==> src/rtl/range_counter_ctrl_pkg.sv <==
// Shared definitions for the range counter controller: FSM state encoding
// and the default counter width / bounds.
package range_counter_ctrl_pkg;

    typedef enum logic [1:0] {
        ST_IDLE  = 2'd0,
        ST_RUN   = 2'd1,
        ST_PAUSE = 2'd2,
        ST_DONE  = 2'd3
    } state_t;

    localparam int DEF_W      = 6;
    localparam int DEF_LO_RST = 10;
    localparam int DEF_HI_RST = 40;

endpackage

==> src/rtl/range_counter_ctrl_core.sv <==
// Counting datapath: the W-bit counter register, the bound comparisons and
// the terminal-count flag. The controller decides each edge whether to
// clear, load the lower bound, increment, or hold.
module range_count_core #(
    parameter int W = 6
) (
    input  logic         clk,
    input  logic         rst,
    input  logic         load,
    input  logic         inc,
    input  logic         clear,
    input  logic         run,
    input  logic [W-1:0] lo,
    input  logic [W-1:0] hi,
    output logic [W-1:0] count,
    output logic         at_hi,
    output logic         out_of_range,
    output logic         term
);

    // Counter register: clear beats load beats increment; otherwise hold.
    always_ff @(posedge clk or posedge rst) begin
        if (rst) begin
            count <= '0;
        end else if (clear) begin
            count <= '0;
        end else if (load) begin
            count <= lo;
        end else if (inc) begin
            count <= count + 1'b1;
        end
    end

    // Unsigned bound compares; term only means something while running.
    always_comb begin
        at_hi        = (count == hi);
        out_of_range = (count < lo) || (count > hi);
        term         = run && at_hi;
    end

endmodule

==> src/rtl/range_counter_ctrl.sv <==
// Sequencer around a bounded up-counter. Holds the runtime range
// configuration (lo, hi, one-shot) and walks the counter through
// IDLE / RUN / PAUSE / DONE.
//
// Configuration handshake: a transfer happens on every rising edge where
// cfg_valid && cfg_ready; cfg_ready is high only in IDLE or DONE. An offer
// with cfg_lo > cfg_hi is consumed but discarded, and cfg_err pulses for
// the following cycle.
module range_counter_ctrl
    import range_counter_ctrl_pkg::*;
#(
    parameter int W      = DEF_W,
    parameter int LO_RST = DEF_LO_RST,
    parameter int HI_RST = DEF_HI_RST
) (
    input  logic         clk,
    input  logic         rst,
    input  logic         cfg_valid,
    output logic         cfg_ready,
    input  logic [W-1:0] cfg_lo,
    input  logic [W-1:0] cfg_hi,
    input  logic         cfg_oneshot,
    output logic         cfg_err,
    input  logic         start,
    input  logic         stop,
    input  logic         abort,
    output logic [W-1:0] count,
    output logic         term,
    output logic         done,
    output logic         busy,
    output logic [1:0]   state_dbg
);

    state_t       state;
    state_t       next_state;
    logic [W-1:0] lo_q;
    logic [W-1:0] hi_q;
    logic         oneshot_q;
    logic         cfg_err_q;
    logic         done_q;

    logic         cfg_take;
    logic         cfg_legal;
    logic         cfg_load;
    logic [W-1:0] lo_eff;

    logic         core_load;
    logic         core_inc;
    logic         core_clear;
    logic         at_hi;
    logic         out_of_range;

    // Decode the configuration transfer. When a legal transfer coincides
    // with start, the freshly offered lo is the start value.
    always_comb begin
        cfg_take  = cfg_valid && cfg_ready;
        cfg_legal = (cfg_lo <= cfg_hi);
        cfg_load  = cfg_take && cfg_legal;
        lo_eff    = cfg_load ? cfg_lo : lo_q;
    end

    range_count_core #(
        .W(W)
    ) u_core (
        .clk          (clk),
        .rst          (rst),
        .load         (core_load),
        .inc          (core_inc),
        .clear        (core_clear),
        .run          (state == ST_RUN),
        .lo           (lo_eff),
        .hi           (hi_q),
        .count        (count),
        .at_hi        (at_hi),
        .out_of_range (out_of_range),
        .term         (term)
    );

    // FSM state register.
    always_ff @(posedge clk or posedge rst) begin
        if (rst) begin
            state <= ST_IDLE;
        end else begin
            state <= next_state;
        end
    end

    // FSM next-state logic; abort beats stop beats start in every state.
    always_comb begin
        next_state = state;
        if (abort) begin
            next_state = ST_IDLE;
        end else begin
            case (state)
                ST_IDLE, ST_DONE: begin
                    if (start && !stop) next_state = ST_RUN;
                end
                ST_RUN: begin
                    if (stop) begin
                        next_state = ST_PAUSE;
                    end else if (!out_of_range && at_hi && oneshot_q) begin
                        next_state = ST_DONE;
                    end
                end
                ST_PAUSE: begin
                    if (start && !stop) next_state = ST_RUN;
                end
                default: next_state = ST_IDLE;
            endcase
        end
    end

    // FSM output logic: per-edge commands for the counting core.
    always_comb begin
        core_load  = 1'b0;
        core_inc   = 1'b0;
        core_clear = 1'b0;
        if (abort) begin
            core_clear = 1'b1;
        end else begin
            case (state)
                ST_IDLE, ST_DONE: begin
                    core_load = start && !stop;
                end
                ST_RUN: begin
                    if (!stop) begin
                        if (out_of_range) begin
                            core_load = 1'b1;
                        end else if (at_hi) begin
                            core_load = !oneshot_q;
                        end else begin
                            core_inc = 1'b1;
                        end
                    end
                end
                default: begin
                    core_load = 1'b0;
                end
            endcase
        end
    end

    // Configuration registers, error pulse and completion pulse.
    always_ff @(posedge clk or posedge rst) begin
        if (rst) begin
            lo_q      <= LO_RST[W-1:0];
            hi_q      <= HI_RST[W-1:0];
            oneshot_q <= 1'b0;
            cfg_err_q <= 1'b0;
            done_q    <= 1'b0;
        end else begin
            if (cfg_load) begin
                lo_q      <= cfg_lo;
                hi_q      <= cfg_hi;
                oneshot_q <= cfg_oneshot;
            end
            cfg_err_q <= cfg_take && !cfg_legal;
            done_q    <= (state == ST_RUN) && (next_state == ST_DONE);
        end
    end

    assign cfg_ready = (state == ST_IDLE) || (state == ST_DONE);
    assign busy      = (state == ST_RUN) || (state == ST_PAUSE);
    assign cfg_err   = cfg_err_q;
    assign done      = done_q;
    assign state_dbg = state;

endmodule

==> config.mk <==
export PLATFORM = sky130hd
export DESIGN_NAME = range_counter_ctrl
export DESIGN_NICKNAME = d
export VERILOG_FILES = /design/src/rtl/range_counter_ctrl_pkg.sv /design/src/rtl/range_counter_ctrl_core.sv /design/src/rtl/range_counter_ctrl.sv
export SDC_FILE = /design/constraint.sdc
export NUM_CORES = 1
export LEC_CHECK = 0
export CAP_MARGIN = 10
export CORE_ASPECT_RATIO = 1.25
export CORE_UTILIZATION = 30
export DETAILED_ROUTE_END_ITERATION = 12
export GPL_TIMING_DRIVEN = 0
export PLACE_DENSITY_LB_ADDON = 0.08
export SLEW_MARGIN = 30
export SYNTH_ARGS = -nofsm -noshare
export SYNTH_HDL_FRONTEND = slang
export SYNTH_HIERARCHICAL = 1
export SYNTH_SLANG_ARGS = --single-unit
==> constraint.sdc <==
create_clock -name clk -period 4.55 [get_ports clk]
set_input_delay 0.455 -clock clk [delete_from_list [all_inputs] [get_ports clk]]
set_output_delay 0.455 -clock clk [all_outputs]
set_load 0.1 [all_outputs]
==> summary.md <==
• **final critical delay including setup and external delays** 4.28 ns
• **startpoint of the lowest-slack register-to-register path** state_dbg[0]
• **Net Count, Synth** 253
• **portion of total power attributed to the clock network** 17.2%
• **P per Cell Area** 317 mW/mm2
• **TritonCTS buffer count** 3
• **TritonCTS clock tree** yes
• **detailed router's first-iteration violation count** 39
• **leftover overflow at the end of global routing** 0
• **overall routing resource usage** 16.6%
• **vias in the first global route** 1753
• **CP startpoint** cfg_hi[3]
• **number of ports placed on the die boundary** 32
• **Final Net Count** 295
• **clk sinks** 23
• **predominant post-synthesis flop cell** sky130_fd_sc_hd__dfrtp_1
• **Max-cap violations** 0
• **most common cell in the netlist** sky130_fd_sc_hd__inv_1
• **number of enable-type register cells in the synthesized netlist** 0
• **Psw** 0.325 mW
• **chip height** 90.0 um
• **unrepaired setup endpoints after global routing** false
• **crit-path most repeated cell** sky130_fd_sc_hd__buf_4
• **global-route wire length before repair** 8620 um
• **routability-driven placement congestion ratio** 0.756
• **leading cell types by count after synthesis** 25 x sky130_fd_sc_hd__inv_1, 21 x sky130_fd_sc_hd__ha_1, 20 x sky130_fd_sc_hd__nand2_1
• **leakage power** 1.09 nW
• **Final Setup Violations** 0
• **initial antenna violation count** 0
• **total of warnings raised by yosys** 6
• **mean number of vias per cell** 5.14
• **width of the die** 72.4 um
• **Die ar.** 0.00651 mm2
• **proportion of register bits with asynchronous set or reset after synthesis** 100%
• **WS Path Type** primary input to flip-flop
• **unique cell type count in the Yosys netlist** 39
• **insertion delay to the later sink of the worst-skew pair** 0.27 ns
• **fin crit share** 94.1%
• **top cell type by total area after synthesis** sky130_fd_sc_hd__dfrtp_1
• **delay of the slowest critical-path stage** 0.52 ns
• **internal power** 0.471 mW
• **headroom to the max-slew limit** 35.4%
• **final hold violation count** 0
• **cell area after technology mapping** 0.00186 mm2
• **post-synthesis sequential element count** 23
• **area of placed instances** 0.00229 mm2
• **number of H-tree branching levels** 1
• **switching portion of total power** 40.8%
• **initial core utilization** 31.5%
• **maximum clock frequency** 234 MHz
• **Seq pwr share** 37.6%
• **post-route core utilization** 42.6%
• **number of design rule violations left after detail routing** 0
• **fraction of layout instances using a drive strength above 1** 17.3%
• **total via count after detailed routing** 1727
• **area of all placed cells without fillers** 0.00251 mm2
• **mean area per synthesized cell** 8.72 um2
• **Worst Skew** 0.00591 ns
• **type of element capturing the critical path** flip-flop
• **Core Footprint** 0.00590 mm2
• **hold bufs inserted after CTS** 0
• **Hold/Removal Path Class** primary input to asynchronous set/reset pin
• **Cell Rows** 31
• **slew at the pin closest to its max-slew limit** 0.966 ns
• **Worst Path Arrival** 4.47 ns
• **fraction of synthesized cell area taken by the top area cell type** 25.6%
• **number of iterations in the first detailed-routing pass** 4
• **I/O Buffers** 31
• **hold slack** 0.411 ns
• **final-layout fill cell count** 612
• **Syn Inst Count** 213
• **number of nets with antenna violations after routing** 0
• **kind of start point of the critical path** primary input
• **Critical Path Fanout Max** 10
• **# diodes** 0
• **Area Overhead vs Synth** 35.0%
• **max-slew violation count** 0
• **dominant cells by area after synthesis** sky130_fd_sc_hd__dfrtp_1 26%, sky130_fd_sc_hd__ha_1 14%, sky130_fd_sc_hd__a2bb2oi_1 6.1%, sky130_fd_sc_hd__dfstp_2 5.7%, sky130_fd_sc_hd__o311ai_0 5.7%
• **proportion of synthesized chip area in sequential cells** 31.2%
• **worst-path cell chain** clkdlybuf4s50_1 -> inv_1 -> ha_1 -> nand4_1 -> a21oi_4 -> buf_4 -> or4_1 -> nand3_2 -> inv_1 -> ha_1 -> a2111oi_4 -> nor3_1 -> o21a_1 -> o32ai_4 -> o21ai_2 -> a2111oi_4 -> buf_4 -> buf_4 -> a211oi_1 -> a211oi_1
• **number of buffers between clock root and the deepest sink** 2
• **maximum number of pins on one net before global-route repair** 18
• **total wirelength of the detailed-routed design** 4980 um
• **routed len/inst** 14.8 um
• **Root Buffer Master** sky130_fd_sc_hd__clkbuf_8
• **DPL Wire Length** 3780 um
• **Reg clk slew, reported paths** 0.09 ns
• **worst vdd rail ir drop** 130 uV
• **Critical-path top delay cell** sky130_fd_sc_hd__or4_1
• **Combinational Power Share** 45.2%
• **required time of the critical path** 4.74 ns
• **result of the run** finished, final reports clean
## cell type report
cell class,count,area [um2],area share (%)
multi-input cells,153,1240,49.6
flip-flops and latches,23,586,23.3
repair buffers,38,363,14.5
well taps,82,103,4.09
inverters,25,93.8,3.74
plain buffers,11,72.6,2.89
clock buffers,3,41.3,1.65
clock inverters,1,5.00,0.200
## kinds of logic (layout without fill, tap and decap cells)
kind of cell | Yosys count | after routing | synth area share, %
adders and majority gates | 21 | 21 | 14.1
DFF | 23 | 23 | 31.2
AOI/OAI and AO/OA | 50 | 50 | 22.0
and+or+nand+nor | 77 | 77 | 22.0
xor gates and xnor gates | 5 | 5 | 2.36
buffers and inverters | 37 | 78 | 8.28
## per-layer routing
layer,share of wire (%),track usage [%],vias to the layer above
met3,2.4,2.02,5
met2,52,28.6,32
met4,1.4,5.56,0
met5,0,0,-
li1,-,-,871
met1,44,21.0,819
## sequential cells by signal, indices dropped and copies added (netlist names)
name / cells
cfg_err: 1
hi_q: 6
done: 1
state_dbg: 2
u_core/count: 6
lo_q: 6
oneshot_q: 1
## worst paths after layout
check / to / depth (start not counted) / slack (ns)
setup / recovery: u_core/count[1] / 20 / 0.27
max in group asynchronous: state_dbg[0] / 2 / 3.37
hold / removal: u_core/count[0] / 2 / 0.41
setup reg to reg: u_core/count[1] / 19 / 0.51
hold reg to reg: hi_q[5] / 2 / 0.52
min in group clk: hi_q[5] / 2 / 0.52
## power by group through the flow
stage | Sequential, mW | Combinational [mW] | Clock, mW
floorplan | 0.329 | 0.201 | 0
global placement | 0.302 | 0.320 | 0
detailed placement | 0.300 | 0.323 | 0
CTS | 0.297 | 0.328 | 0.140
global route | 0.305 | 0.402 | 0.149
finish | 0.299 | 0.360 | 0.137
## layout by cell type, fill, tap and decap left out, types with 3 or more instances in the layout
cell type,count
sky130_fd_sc_hd__nand4_1,3
sky130_fd_sc_hd__dfstp_2,4
sky130_fd_sc_hd__ha_4,3
sky130_fd_sc_hd__o311ai_0,11
sky130_fd_sc_hd__dfrtp_1,17
sky130_fd_sc_hd__clkbuf_8,3
sky130_fd_sc_hd__a21oi_1,3
sky130_fd_sc_hd__clkbuf_2,4
sky130_fd_sc_hd__nand3_1,14
sky130_fd_sc_hd__ha_1,18
sky130_fd_sc_hd__clkdlybuf4s50_1,31
sky130_fd_sc_hd__a2bb2oi_1,13
sky130_fd_sc_hd__xnor2_1,4
sky130_fd_sc_hd__buf_4,11
sky130_fd_sc_hd__inv_1,25
sky130_fd_sc_hd__nor2_1,10
sky130_fd_sc_hd__or4_1,13
sky130_fd_sc_hd__a211oi_1,7
sky130_fd_sc_hd__nand2_1,20
## worst max-delay path: cells and delay by family
kind | cells | cell delay (ns)
simple gates | 4 | 0.88
fa+ha+maj | 2 | 0.59
buf+inv | 6 | 1.04
compound gates | 8 | 1.50
## timing repair
action,4_1_cts,5_1_grt
resized for setup,5,32
endpoints found under the setup margin,6,7
buffers inserted,3,4
pin swaps,1,11
## stage by stage
| step | std cells | power [mW] | TNS (ns) | setup slack (ns) |
|---|---|---|---|---|
| floorplan | 213 | 0.530 | 0 | 0.00178 |
| global placement | 326 | 0.622 | -4.29 | -0.767 |
| detailed placement | 326 | 0.623 | -4.18 | -0.750 |
| CTS | 333 | 0.765 | 0 | 0.000309 |
| global route | 336 | 0.856 | 0 | 0.0104 |
| finish | 336 | 0.796 | 0 | 0.270 |
No activity file was read; power rests on OpenSTA's default activity.
